--- src/rtl/core_pkg.sv ---
// +-----------------------------------------------------------------+
// | core_pkg : shared op and state encodings for the shifter.        |
// | Rev 1.0                                                          |
// +-----------------------------------------------------------------+
`default_nettype none

package core_pkg;

  localparam logic [1:0] SH_SLL = 2'b00;
  localparam logic [1:0] SH_SRL = 2'b01;
  localparam logic [1:0] SH_SRA = 2'b11;

  typedef enum logic [1:0] {
    ST_IDLE  = 2'b00,
    ST_SHIFT = 2'b01,
    ST_DONE  = 2'b10
  } state_t;

endpackage

`default_nettype wire

--- src/rtl/shift_step.sv ---
// +-----------------------------------------------------------------+
// | shift_step : single-bit-position SLL/SRL/SRA, purely combinational.|
// | Rev 1.0                                                          |
// +-----------------------------------------------------------------+
`default_nettype none

module shift_step
  import core_pkg::*;
#(
  parameter int WIDTH = 32
) (
  input  logic [WIDTH-1:0] data_i,
  input  logic [1:0]       op_i,
  output logic [WIDTH-1:0] data_o
);

  logic w_fill;

  // Reserved op 2'b10 falls into the logical-right path along with SRL.
  always_comb begin
    w_fill = (op_i == SH_SRA) ? data_i[WIDTH-1] : 1'b0;
    if (op_i == SH_SLL) begin
      data_o = {data_i[WIDTH-2:0], 1'b0};
    end else begin
      data_o = {w_fill, data_i[WIDTH-1:1]};
    end
  end

endmodule

`default_nettype wire

--- src/rtl/iter_shift_unit.sv ---
// +-----------------------------------------------------------------+
// | iter_shift_unit : multi-cycle RV32 shifter, one bit per clock.   |
// | Rev 1.0                                                          |
// +-----------------------------------------------------------------+
`default_nettype none

module iter_shift_unit
  import core_pkg::*;
#(
  parameter int WIDTH = 32,
  parameter int SHW   = 5
) (
  input  logic             clk,
  input  logic             reset,
  input  logic             start,
  input  logic [1:0]       op,
  input  logic [WIDTH-1:0] operand,
  input  logic [SHW-1:0]   amount,
  input  logic             kill,
  output logic             busy,
  output logic             done,
  output logic [WIDTH-1:0] result
);

  localparam logic [SHW-1:0] c_count_one = SHW'(1);

  state_t           state_q,  state_d;
  logic [WIDTH-1:0] result_q, result_d;
  logic [SHW-1:0]   count_q,  count_d;
  logic [1:0]       op_q,     op_d;
  logic [WIDTH-1:0] w_step;

  shift_step #(
    .WIDTH (WIDTH)
  ) u_shift_step (
    .data_i (result_q),
    .op_i   (op_q),
    .data_o (w_step)
  );

  always_comb begin
    state_d  = state_q;
    result_d = result_q;
    count_d  = count_q;
    op_d     = op_q;
    if (kill) begin
      state_d = ST_IDLE;
    end else begin
      case (state_q)
        ST_IDLE, ST_DONE: begin
          if (start) begin
            result_d = operand;
            count_d  = amount;
            op_d     = op;
            state_d  = (amount == '0) ? ST_DONE : ST_SHIFT;
          end else begin
            state_d  = ST_IDLE;
          end
        end
        ST_SHIFT: begin
          result_d = w_step;
          count_d  = count_q - c_count_one;
          if (count_q == c_count_one) begin
            state_d = ST_DONE;
          end
        end
        default: state_d = ST_IDLE;
      endcase
    end
  end

  always_ff @(posedge clk) begin
    if (reset) begin
      state_q  <= ST_IDLE;
      result_q <= '0;
      count_q  <= '0;
      op_q     <= SH_SLL;
    end else begin
      state_q  <= state_d;
      result_q <= result_d;
      count_q  <= count_d;
      op_q     <= op_d;
    end
  end

  // Status flags come straight from the state register, never from inputs.
  assign busy   = (state_q != ST_IDLE);
  assign done   = (state_q == ST_DONE);
  assign result = result_q;

endmodule

`default_nettype wire

--- config.mk ---
export PLATFORM = sky130hd
export DESIGN_NAME = iter_shift_unit
export DESIGN_NICKNAME = d
export VERILOG_FILES = /design/src/rtl/core_pkg.sv /design/src/rtl/shift_step.sv /design/src/rtl/iter_shift_unit.sv
export SDC_FILE = /design/constraint.sdc
export NUM_CORES = 1
export LEC_CHECK = 0
export CAP_MARGIN = 5
export CORE_MARGIN = 8
export CORE_UTILIZATION = 42
export CTS_CLUSTER_DIAMETER = 120
export DETAILED_ROUTE_END_ITERATION = 16
export PLACE_DENSITY = 0.77
export SYNTH_ARGS = -nofsm -noshare
export SYNTH_HDL_FRONTEND = slang
export SYNTH_HIERARCHICAL = 1
export SYNTH_SLANG_ARGS = --single-unit
--- constraint.sdc ---
create_clock -name clk -period 1.3 [get_ports clk]
set_clock_uncertainty 0.05 [all_clocks]
set_input_delay 0.26 -clock clk [delete_from_list [all_inputs] [get_ports clk]]
set_output_delay 0.26 -clock clk [all_outputs]
set_load 0.05 [all_outputs]
* Word-level counts from Yosys, hierarchy flattened *
Index checks and enable logic that the tools add are counted.

storage, ports and cells
  flip-flop bits (word level) = 41
  bits of input ports = 43
  output and inout bits = 34
  word-level logic and storage cells = 34

operators by class
  add/sub/neg operators = 1
  equality and inequality tests = 7
  mux-type cells = 10
  bitwise logic cells = 1
  reduce and logical (&&, ||, !) cells = 10

operators by type and width
  kind                                                                    number
  32-bit 2-to-1 mux                                                       2
  32-bit one-hot mux with 2 select lines                                  1
  5-bit one-hot mux with 2 select lines                                   1
  2-bit 2-to-1 mux                                                        3
  3-bit AND reduction                                                     2
  5-bit by 1-bit equality test with 1-bit output (second input constant)  1
  5-bit zero test                                                         1
  5-bit 2-to-1 mux                                                        1
  5-bit by 1-bit subtractor with 5-bit output (second input constant)     1
  2-bit equality test (second input constant)                             2
  2-bit zero test                                                         2
  2-bit != test (second input constant)                                   2
  2-bit one-hot mux with 2 select lines                                   1
  4-bit AND reduction                                                     1
  2-bit nonzero test                                                      2
  2-bit OR reduction                                                      2
  3-bit != test (second input constant)                                   1
  2-bit by 1-bit equality test with 1-bit output (second input constant)  1
  1-bit 2-to-1 mux                                                        1
  1-bit NOT                                                               1

* Logic depth before layout (Yosys ltp) *
  depth after elaboration = 4
  gate-level depth with buffers = 6
  mapped depth without buffers = 5

* Cells and area by module *
Netlist, hierarchy kept.

by module, submodules not included
  module           instances  cells an instance  area an instance (sq um)  seq. area each (sq um)
  iter_shift_unit  1          248                1929.4                    820.8
  shift_step       1          37                 419.2                     0.0

* Least setup slack after synthesis *
OpenSTA, ideal clock, no wires.

  path kind = flip-flop to flip-flop
  start point = reg state_q[0]
  end point = reg result_q[27] (netlist: result[27])
  library setup time = 0.133 ns
  data arrival time = 1.200 ns
  data required time = 1.117 ns
  slack = -0.083 ns
  stages on the path, launching flop included = 6
  path buffers = 2
  clock period less this slack = 1.383 ns
  cells stage by stage = dfxtp_1 > nand2b_2 > a21oi_4 > buf_6 > buf_2 > a311oi_1

on the way
  cells in the longest elaborated chain, start to end = 4
  elaborated cells on any way between the ends = 8
  classes of those cells = 3 x eq/ne; 1 x mux; 4 x reduce/logical

ends and longest elaborated chain
  what                                                                         line                   source
  start, declared                                                              iter_shift_unit.sv:27  state_t state_q, state_d;
  start signal, assigned                                                       iter_shift_unit.sv:79  state_q <= state_d;
  2-bit equality test / 2-bit zero test (equally long branches)                iter_shift_unit.sv:49  case (state_q)
  2-bit OR reduction                                                           iter_shift_unit.sv:49
  2-bit != test (no source line) / 2-bit nonzero test (equally long branches)  -
  3-bit AND reduction (no source line)                                         -
  end signal, assigned                                                         iter_shift_unit.sv:80  result_q <= result_d;
  end, declared                                                                iter_shift_unit.sv:28  logic [WIDTH-1:0] result_q, result_d;

Parallel ways exist; a longest one is shown, timed or not.
A chain may end at the register's enable or synchronous reset.

* Final worst setup path *
  start point = reg state_q[0]
  end point = reg result_q[2] (netlist: result[2])

The elaborated chain is that of the path after synthesis.

==> out/metrics.yaml <==
status: "complete, but fails checks"
violations: "negative setup slack"
nets: 442
fin_util_pct: 85.3
die_h_um: 90.8
path_buf_inv: 3
yosysWarnings: 6
path_cells: "nand2b_4 -> a21oi_4 -> buf_12 -> buf_12 -> buf_16 -> nor2_2 -> a311oi_1"
place_inst: 435
syn-num-nets: 330
dp_hpwl_mm: 5.05
yosysSeqAreaShare_pct: 34.9
worst_slew_pin_slew_ps: 318
clk_pin_slew_ps: 80
start_util_pct: 43.2
path_delay_family: "compound AO/OA/AOI/OAI gates"
die_width_um: 90.8
ys_types: 36
cts_max_level: 2
yosys_register_bits: 41
synth_flop_cell: "dfxtp_1"
first_pass_iters: 5
die-area_um2: 8240
antenna_found_initial: 0
gp_congestion: 0.825
cpMaxStageDelayCell: "dfxtp_4"
grtUsageTotal_pct: 20.3
wl_mm: 10.1
power_density_nw_per_um2: 910
cpMostUsedCell: "buf_12"
drt-initial-drc-count: 206
multi_input_area_um2: 1760
synth_edf_count: 0
grt_pass1_vias: 2831
dpl_worst_slack_ps: -478
avgRoutedWirePerCell_um: 21.4
crit_arrival_ps: 1700
relSlewSlack_pct: 78.6
critPathLaunchType: "flip-flop"
grt_max_degree: 24
via_per_inst: 6.02
hp-class: "primary input to flip-flop"
port_buffers: 76
diodes: 0
insertion_delay_ps: 300
maxCapViolCount: 0
fmax_mhz: 645
via_count: 2830
final_cell_count_no_fill: 470
ant_nets: 0
synth_area_per_cell_um2: 8.24
most-common-layout-cells: "nand2_1, buf_12, clkdlybuf4s50_1, dfxtp_1, nor2_1"
syn2layout_area_growth_pct: 97.5
clkSinkCount: 41
fin_ws_ps: -249
fillCellCount: 234
final-setup-viol-count: 40
leakage_uw: 0.00191
async_flop_share_pct: 0
min_period_over_period_pct: 119
worstSetupEndpointType: "flip-flop"
clock_path_buffers: 2
seqCellArea_um2: 831
synth_cells: 285
cts-root-buf: "clkbuf_8"
maxSlewViolCount: 0
p_total_uw: 4220
hold_buffers: 0
grt_first_pass_wirelength_mm: 13.9
fin_crit_ps: 1550
cts_tree: "done"
finalHoldViolations: 0
critPathMaxStageDelay_ps: 370
placementRows: 27
core_um2: 5440
route.detailed.drc: 0
critical_path_class: "flip-flop to flip-flop"
ios: 77
grt-ovfl-total: 0
cts_buffers: 5
rsz0062_at_grt: "yes"
syn_area_um2: 2350
ir_drop_v: 0.000684
crit_fanout: 7
final_common_cell: "nand2_1"
drive_above_1_share_pct: 52.0
critPathRequiredTime_ps: 1450
## path summary, 6_finish.rpt
path,start,cells past startpoint,slack [ps],end
worst max-delay path,state_q[0]$_SDFFE_PP0P_,7,-250,result[2]$_SDFFE_PP0P_
worst min-delay path,kill,3,330,state_q[1]$_SDFFE_PP0P_
worst max register to register,state_q[0]$_SDFFE_PP0P_,7,-250,result[2]$_SDFFE_PP0P_
worst min register to register,count_q[1]$_SDFFE_PP0P_,2,490,count_q[1]$_SDFFE_PP0P_
## synthesized netlist by cell type, types with 2 or more instances
cell type,count,area (um^2)
buf_6,4,45.0
nor2b_1,4,25.0
a311oi_1,32,280
a21o_1,2,15.0
inv_1,5,18.8
clkbuf_1,9,33.8
mux2_4,2,30.0
mux2_2,28,315
nand2_1,68,255
ha_1,2,25.0
nor3_1,3,15.0
a21oi_1,9,45.0
clkbuf_8,3,41.3
a31oi_1,2,12.5
o21ai_0,6,30.0
buf_2,9,45.0
dfxtp_1,41,821
nor2_1,38,143
## report_power, final
| group | switching, uW | leakage [uW] | internal, uW | total, uW |
|---|---|---|---|---|
| combinational | 868 | 0.00153 | 973 | 1840 |
| clock | 489 | 0.0000374 | 379 | 868 |
| sequential | 160 | 0.000341 | 1350 | 1510 |
| total | 1520 | 0.00191 | 2710 | 4220 |
## per-layer routing
| layer | GRT usage [%] | part of all wire [%] | up-vias |
|---|---|---|---|
| li1 | - | - | 1231 |
| met1 | 22.9 | 39 | 1368 |
| met2 | 35.0 | 48 | 188 |
| met3 | 6.15 | 8.1 | 43 |
| met4 | 8.05 | 4.1 | 0 |
| met5 | 0 | 0 | - |
## timing repair
item,CTS,global route
setup buffers,11,8
resized for setup,60,78
pin swaps,14,32
endpoints found under the hold margin,0,0
gates cloned,9,5
endpoints found under the setup margin,40,41
## worst reg2reg max path, cell delays in order (launching register included)
cell and delay, ps:
dfxtp_4 370, nand2b_4 160, a21oi_4 170, buf_12 160, buf_12 130, buf_16 120
nor2_2 40, a311oi_1 250
## layout make-up
| cell class | instances | share of cell area [%] |
|---|---|---|
| repair buffers | 130 | 39.9 |
| well taps | 72 | 1.94 |
| flip-flops and latches | 41 | 17.9 |
| clock buffers | 6 | 1.56 |
| multi-input cells | 214 | 37.9 |
| inverters | 5 | 0.405 |
| clock inverters | 2 | 0.324 |
## state kept, by name, summed over array words and instances (netlist names)
signal,count
result,32
count_q,5
state_q,2
op_q,2
## cells by family (layout without fill, tap and decap cells)
kind of cell             Yosys count  in the layout  share of synthesized area (%)
AND/OR/NAND/NOR                  123            123                           21.7
AO/OA/AOI/OAI                     58             58                           19.3
flip-flops                        41             41                           34.9
multiplexers                      30             30                           14.7
buffers and inverters             30            143                           7.83
adder cells (fa/ha/maj)            2              2                           1.07
XOR/XNOR                           1              1                          0.373
## metrics by stage
step,TNS (ps),hold WS (ps),cell area (um^2)
final,-6050,334,4640
after detailed placement,-15720,430,3650
after global routing,-7740,337,4640
after CTS,-3170,453,4230
after floorplan,-43.0,346,2390
after global placement,-13480,413,3650
No activity file was read; power rests on OpenSTA's default activity.
